--- src/rtl/sampler_pkg.sv ---
// Shared types and helpers for the constraint sample driver: FSM states,
// Galois LFSR polynomial/step and the fill-beat count.
package sampler_pkg;

    typedef enum logic [2:0] {
        IDLE,
        FILL,
        CHECK,
        EMIT,
        DONE
    } state_t;

    localparam int LFSR_BITS = 64;

    // Right-shifting Galois form of x^64 + x^63 + x^61 + x^60 + 1.
    localparam logic [LFSR_BITS-1:0] LFSR_TAPS = 64'hD800_0000_0000_0000;

    function automatic logic [LFSR_BITS-1:0] galois_step(input logic [LFSR_BITS-1:0] s);
        return s[0] ? ({1'b0, s[LFSR_BITS-1:1]} ^ LFSR_TAPS) : {1'b0, s[LFSR_BITS-1:1]};
    endfunction

    function automatic int fill_beats(input int cand_w, input int lfsr_w);
        return (cand_w + lfsr_w - 1) / lfsr_w;
    endfunction

endpackage

--- src/rtl/sampler_lfsr.sv ---
// 64-bit Galois LFSR with synchronous load and step enable.
// Load values are expected to be non-zero so the register never locks up.
module sampler_lfsr
    import sampler_pkg::*;
#(
    parameter logic [LFSR_BITS-1:0] SEED = 64'hACE1_0000_1234_5678
) (
    input  logic                 clk,
    input  logic                 rst,
    input  logic                 load,
    input  logic [LFSR_BITS-1:0] load_value,
    input  logic                 step,
    output logic [LFSR_BITS-1:0] state_o
);

    logic [LFSR_BITS-1:0] state_q;

    always_ff @(posedge clk) begin
        if (rst) begin
            state_q <= SEED;
        end else if (load) begin
            state_q <= load_value;
        end else if (step) begin
            state_q <= galois_step(state_q);
        end
    end

    assign state_o = state_q;

endmodule

--- src/rtl/constraint_sample_driver.sv ---
// Builds pseudo-random candidates beat by beat, samples the checker's sat bit
// and streams satisfying candidates out over a valid/ready port.
module constraint_sample_driver
    import sampler_pkg::*;
#(
    parameter int              CAND_W = 779,
    parameter int              LFSR_W = 64,
    parameter int              CNT_W  = 32,
    parameter logic [LFSR_W-1:0] SEED = 64'hACE1_0000_1234_5678
) (
    input  logic              clk,
    input  logic              rst,
    input  logic              start_i,
    input  logic [LFSR_W-1:0] seed_i,
    input  logic [CNT_W-1:0]  num_samples_i,
    input  logic [CNT_W-1:0]  max_attempts_i,
    output logic [CAND_W-1:0] cand_o,
    input  logic              sat_i,
    output logic              out_valid_o,
    input  logic              out_ready_i,
    output logic [CAND_W-1:0] out_data_o,
    output logic              busy_o,
    output logic              done_o,
    output logic              timeout_o,
    output logic [CNT_W-1:0]  attempts_o,
    output logic [CNT_W-1:0]  samples_o
);

    localparam int FILL_BEATS = fill_beats(CAND_W, LFSR_W);
    localparam int BEAT_W     = (FILL_BEATS > 1) ? $clog2(FILL_BEATS) : 1;
    localparam logic [BEAT_W-1:0] LAST_BEAT = BEAT_W'(FILL_BEATS - 1);
    localparam logic [CNT_W-1:0]  CNT_ONE   = CNT_W'(1);

    state_t             state_q, state_d;
    logic [BEAT_W-1:0]  beat_q;
    logic [LFSR_W-1:0]  lfsr_q, lfsr_next, lfsr_seed;
    logic               lfsr_load, lfsr_step;
    logic [CAND_W-1:0]  cand_q, cand_fill, out_data_q;
    logic [CNT_W-1:0]   num_q, max_q, attempts_q, samples_q;
    logic [CNT_W-1:0]   attempts_inc, samples_inc;
    logic               timeout_q;
    logic               last_beat, budget_hit;

    assign lfsr_seed    = (seed_i == '0) ? SEED : seed_i;
    assign lfsr_next    = galois_step(lfsr_q);
    assign attempts_inc = attempts_q + CNT_ONE;
    assign samples_inc  = samples_q + CNT_ONE;
    assign last_beat    = (beat_q == LAST_BEAT);
    assign budget_hit   = (max_q != '0) && (attempts_inc == max_q);

    sampler_lfsr #(.SEED(SEED)) u_lfsr (
        .clk        (clk),
        .rst        (rst),
        .load       (lfsr_load),
        .load_value (lfsr_seed),
        .step       (lfsr_step),
        .state_o    (lfsr_q)
    );

    // Each beat overwrites one LFSR-wide slice; the top slice is truncated.
    for (genvar b = 0; b < FILL_BEATS; b++) begin : g_beat
        localparam int LO = b * LFSR_W;
        localparam int HI = (LO + LFSR_W > CAND_W) ? CAND_W - 1 : LO + LFSR_W - 1;
        assign cand_fill[HI:LO] = (beat_q == BEAT_W'(b)) ? lfsr_next[HI-LO:0] : cand_q[HI:LO];
    end

    always_ff @(posedge clk) begin
        if (rst) state_q <= IDLE;
        else     state_q <= state_d;
    end

    always_comb begin
        state_d   = state_q;
        lfsr_load = 1'b0;
        lfsr_step = 1'b0;
        case (state_q)
            IDLE: begin
                if (start_i) begin
                    lfsr_load = 1'b1;
                    state_d   = (num_samples_i == '0) ? DONE : FILL;
                end
            end
            FILL: begin
                lfsr_step = 1'b1;
                if (last_beat) state_d = CHECK;
            end
            CHECK: begin
                if (sat_i)           state_d = EMIT;
                else if (budget_hit) state_d = DONE;
                else                 state_d = FILL;
            end
            EMIT: begin
                if (out_ready_i) state_d = (samples_inc == num_q) ? DONE : FILL;
            end
            DONE:    state_d = IDLE;
            default: state_d = IDLE;
        endcase
    end

    always_ff @(posedge clk) begin
        if (rst) begin
            beat_q     <= '0;
            cand_q     <= '0;
            out_data_q <= '0;
            num_q      <= '0;
            max_q      <= '0;
            attempts_q <= '0;
            samples_q  <= '0;
            timeout_q  <= 1'b0;
        end else begin
            case (state_q)
                IDLE: begin
                    if (start_i) begin
                        num_q      <= num_samples_i;
                        max_q      <= max_attempts_i;
                        attempts_q <= '0;
                        samples_q  <= '0;
                        timeout_q  <= 1'b0;
                        beat_q     <= '0;
                    end
                end
                FILL: begin
                    cand_q <= cand_fill;
                    beat_q <= last_beat ? '0 : beat_q + 1'b1;
                end
                CHECK: begin
                    if (attempts_q != '1) attempts_q <= attempts_inc;
                    if (sat_i)            out_data_q <= cand_q;
                    else if (budget_hit)  timeout_q  <= 1'b1;
                end
                EMIT: begin
                    if (out_ready_i) samples_q <= samples_inc;
                end
                default: ;
            endcase
        end
    end

    // valid/ready: a sample transfers on any cycle where out_valid_o and
    // out_ready_i are both high; until then valid and data are held.
    assign cand_o      = cand_q;
    assign out_data_o  = out_data_q;
    assign out_valid_o = (state_q == EMIT);
    assign busy_o      = (state_q != IDLE);
    assign done_o      = (state_q == DONE);
    assign timeout_o   = (state_q == DONE) && timeout_q;
    assign attempts_o  = attempts_q;
    assign samples_o   = samples_q;

endmodule

--- config.mk ---
export PLATFORM = sky130hd
export DESIGN_NAME = constraint_sample_driver
export DESIGN_NICKNAME = d
export VERILOG_FILES = /design/src/rtl/sampler_pkg.sv /design/src/rtl/sampler_lfsr.sv /design/src/rtl/constraint_sample_driver.sv
export SDC_FILE = /design/constraint.sdc
export NUM_CORES = 2
export LEC_CHECK = 0
export CORE_AREA = 2 2 689 691
export CTS_BUF_LIST = sky130_fd_sc_hd__clkbuf_4 sky130_fd_sc_hd__clkbuf_8 sky130_fd_sc_hd__clkbuf_16
export DETAILED_ROUTE_END_ITERATION = 10
export DIE_AREA = 0 0 691 693
export GPL_TIMING_DRIVEN = 0
export PLACE_DENSITY = 0.4
export SLEW_MARGIN = 20
export SYNTH_ARGS = -nofsm -noshare
export SYNTH_HDL_FRONTEND = slang
export SYNTH_SLANG_ARGS = --single-unit
export TNS_END_PERCENT = 5
--- constraint.sdc ---
create_clock -name clk -period 3.64 [get_ports clk]
set_input_delay 0.728 -clock clk [delete_from_list [all_inputs] [get_ports clk]]
set_output_delay 0.728 -clock clk [all_outputs]
set_load 0.05 [all_outputs]
==> flow_summary.toml <==
[place]
place_ws_ns = -1.48
gp_congestion = 0.946
dp_hpwl_mm = 492
port_buffers = 1757
dpl-instance-area_um2 = 91500

[critical_path]
worstSetupStartpointType = "flip-flop"
critPathCaptureType = "flip-flop"
cp.required_ns = 4.52
ff2ff_setup_slack_ns = -0.02
critical_path_arrival_ns = 4.54
worstReg2RegEnd = "out_data_o[550]"
r2r_cells = 9
critPathKind = "reg -> reg"
r2r_start = "state_q[1]"
critPathMaxFanout = 10

[clock_tree]
clockRootBuffer = "clkbuf_16"
clkTransAtPathRegs_ns = 0.06
numCtsBuffers = 228
h-tree-depth = 4
cts_tree = "built"
clk_latency_ns = 0.96
cts_buffer_depth = 4
clock-sinks = 1758

[route]
ant_nets = 0
vias = 70400
routed_wl_mm = 585
via_per_inst = 4.18
routedWlPerCell_um = 34.7
firstDrtPassIters = 6
drtIter0Drc = 7345
drc = 0

[layout]
fillers = 52700
area_delta_synth_final_pct = 56.4
drive_gt1_frac = 0.0718
layout_commonest_cell = "nand2_1"
layout_common_cells = "3,252 x nand2_1, 1,755 x dfxtp_1, 1,736 x clkdlybuf4s50_1"
fin_area_um2 = 99900
multi_input_area_um2 = 26200
seq_area_um2 = 35200
fin_nets = 10500

[timing]
setup_ws_ns = -0.0232
hold-worst-slack_ns = 0.356
rsz0062_at_grt = "yes"
fmax_ghz = 0.273
fin_crit_sh = 1.01
tns_ns = -0.0232
skew_ns = 0.0705
relSlewSlack = 0.163
drv_slew = 0
worstMarginPinSlew_ns = 1.25
hold_violations = 0
min_period_ns = 3.66
setup_viol = 1

[die]
chipHeight_um = 693
ios = 1759
rows = 253
die_x_um = 691
dieArea_um2 = 479000
initial_core_util = 0.135
core_um2 = 472000

[grt]
busiest_layer = "met2"
grt_pass1_wl_mm = 727
grt_max_degree = 19
grt_use_met2 = 0.363
grt_pass1_vias = 64000
met3_usage = 0.0859
grtUsageTotal = 0.233
grt_use_met1 = 0.295
grt.overflow.total = 0
antenna_found_initial = 141

[synthesis]
synth_area_leaders = "dfxtp_1 55%, nand2_1 19%, a21oi_1 13%"
syn_area_per_cell_um2 = 7.70
yosys.area_share.simple = 0.239
synth_ff_type = "dfxtp_1"
ys_warn_count = 0
async_flop_share = 0
synth_top_area_frac = 0.551
synth.area.mux_share = 0.000470
yosysSeqAreaShare = 0.551
synthAdderAreaFrac = 0.00118
synth_xor_area_frac = 0.0115
synth_edf_count = 0
synth_area_um2 = 63900
netlist_instances = 8293
synth_top_family_by_area = "simple AND/OR/NAND/NOR gates"
yosys.cell_types.count = 61
yosysTopAreaCell = "dfxtp_1"
synth-compound-area-share = 0.154
ys_ff_latch = 1758
synth_nets = 8432

[power_and_ir_drop]
leakage_nw = 31.5
ir_worst_vdd_v = 0.000435
p_total_mw = 50.8
p_per_area_nw_per_um2 = 508

[min_path]
hold_class = "in -> reg"
hp-start = "max_attempts_i[6]"
hold_depth = 3
whs_endpoint = "max_q[6]"

[status]
status = "complete, but fails checks"
violations = "setup timing"

[flow_run]
maxCapViolCount = 0
[logic make-up (layout without fill, tap and decap cells)]
kind of cell / Yosys count / after routing
other cells: 0 / 38
simple gates: 3838 / 3838
mux: 3 / 3
buf+inv: 717 / 2982
fa+ha+maj: 6 / 6
xor+xnor: 84 / 84
compound gates: 1887 / 1887
flops: 1758 / 1758
[layout make-up]
class                           instances  area share
Tap cell                             6247      0.0783
Timing Repair Buffer                 1848       0.196
Inverter                               13    0.000489
Buffer                                701      0.0291
Clock buffer                          335      0.0690
Sequential cell                      1758       0.352
Multi-Input combinational cell       5818       0.262
Antenna cell                           38    0.000952
Clock inverter                         85      0.0118
[what timing repair did]
item / in CTS / in global routing
hold buffers: 0 / 0
pin swaps: 1 / 2
setup buffers: 2 / 0
resized for setup: 73 / 28
setup endpoints to repair: 969 / 103
[per-stage QoR]
step	std cells	util
2_1_floorplan	8293	-
3_3_place_gp	16300	0.189
3_5_place_dp	16400	0.194
4_1_cts	16800	0.211
5_1_grt	16800	0.211
6_report	16800	0.211
[power by group]
part	total (mW)	leakage [nW]	switching, mW	internal [mW]
clock network	24.7	4.02	10.2	14.5
logic	5.72	13.3	4.20	1.52
registers	20.3	14.2	0.739	19.6
total	50.8	31.5	15.1	35.6
[flip-flops by register name, summed over array words and instances (netlist names)]
signal,cells
timeout_q,1
num_q,32
u_lfsr.state_o,64
cand_o,779
state_q,3
samples_o,32
beat_q,4
out_data_o,779
attempts_o,32
max_q,32
[cells in the mapped netlist (all sizes together) (3+ instances only)]
cell type  instances
a211oi            44
xor2              22
o31ai              5
nand2           3259
nor4             100
nand3             34
or4               17
o31a               3
a22oi              9
nand3b            11
ha                 6
nand2b            10
a311oi             4
a31oi             13
nand4             41
inv               13
and2              25
and4               9
nor2b              4
nand4b             5
or3               18
clkbuf           658
nor3b              5
nor3              34
dfxtp           1758
a21oi           1667
mux2i              3
a21o               5
o211ai             6
nor2             249
and3               9
xnor2             62
o21ai             89
buf               46
a221oi            21
[routing by layer]
metal  routed length (um)  vias to the layer above  share of wire
met2               257000                     3267           0.44
met3                58600                      613           0.10
met4                22400                       24          0.038
met5                  139                        -        0.00024
met1               247000                    35100           0.42
li1                     -                    31400              -
[critical path, cell delays in order (launching register included)]
cell	delay, ns
dfxtp_1	0.47
nor3b_4	0.41
buf_4	0.21
and2_4	0.28
clkbuf_4	0.31
clkbuf_2	0.17
buf_12	0.20
clkbuf_1	0.71
nand2_1	0.56
a21oi_1	0.26
[worst max-delay path by stage]
stage,endpoint,slack (ns),depth (start not counted),startpoint
after floorplan,state_q[2],0.16,10,samples_o[0]
after global placement,out_data_o[638],-4.28,9,state_q[0]
after detailed placement,out_data_o[608],-1.48,9,sat_i
after CTS,done_o,-0.19,3,state_q[0]
after global routing,state_q[2],-0.06,10,samples_o[0]
final,out_data_o[550],-0.02,9,state_q[1]
(Power assumes the default switching activity.)
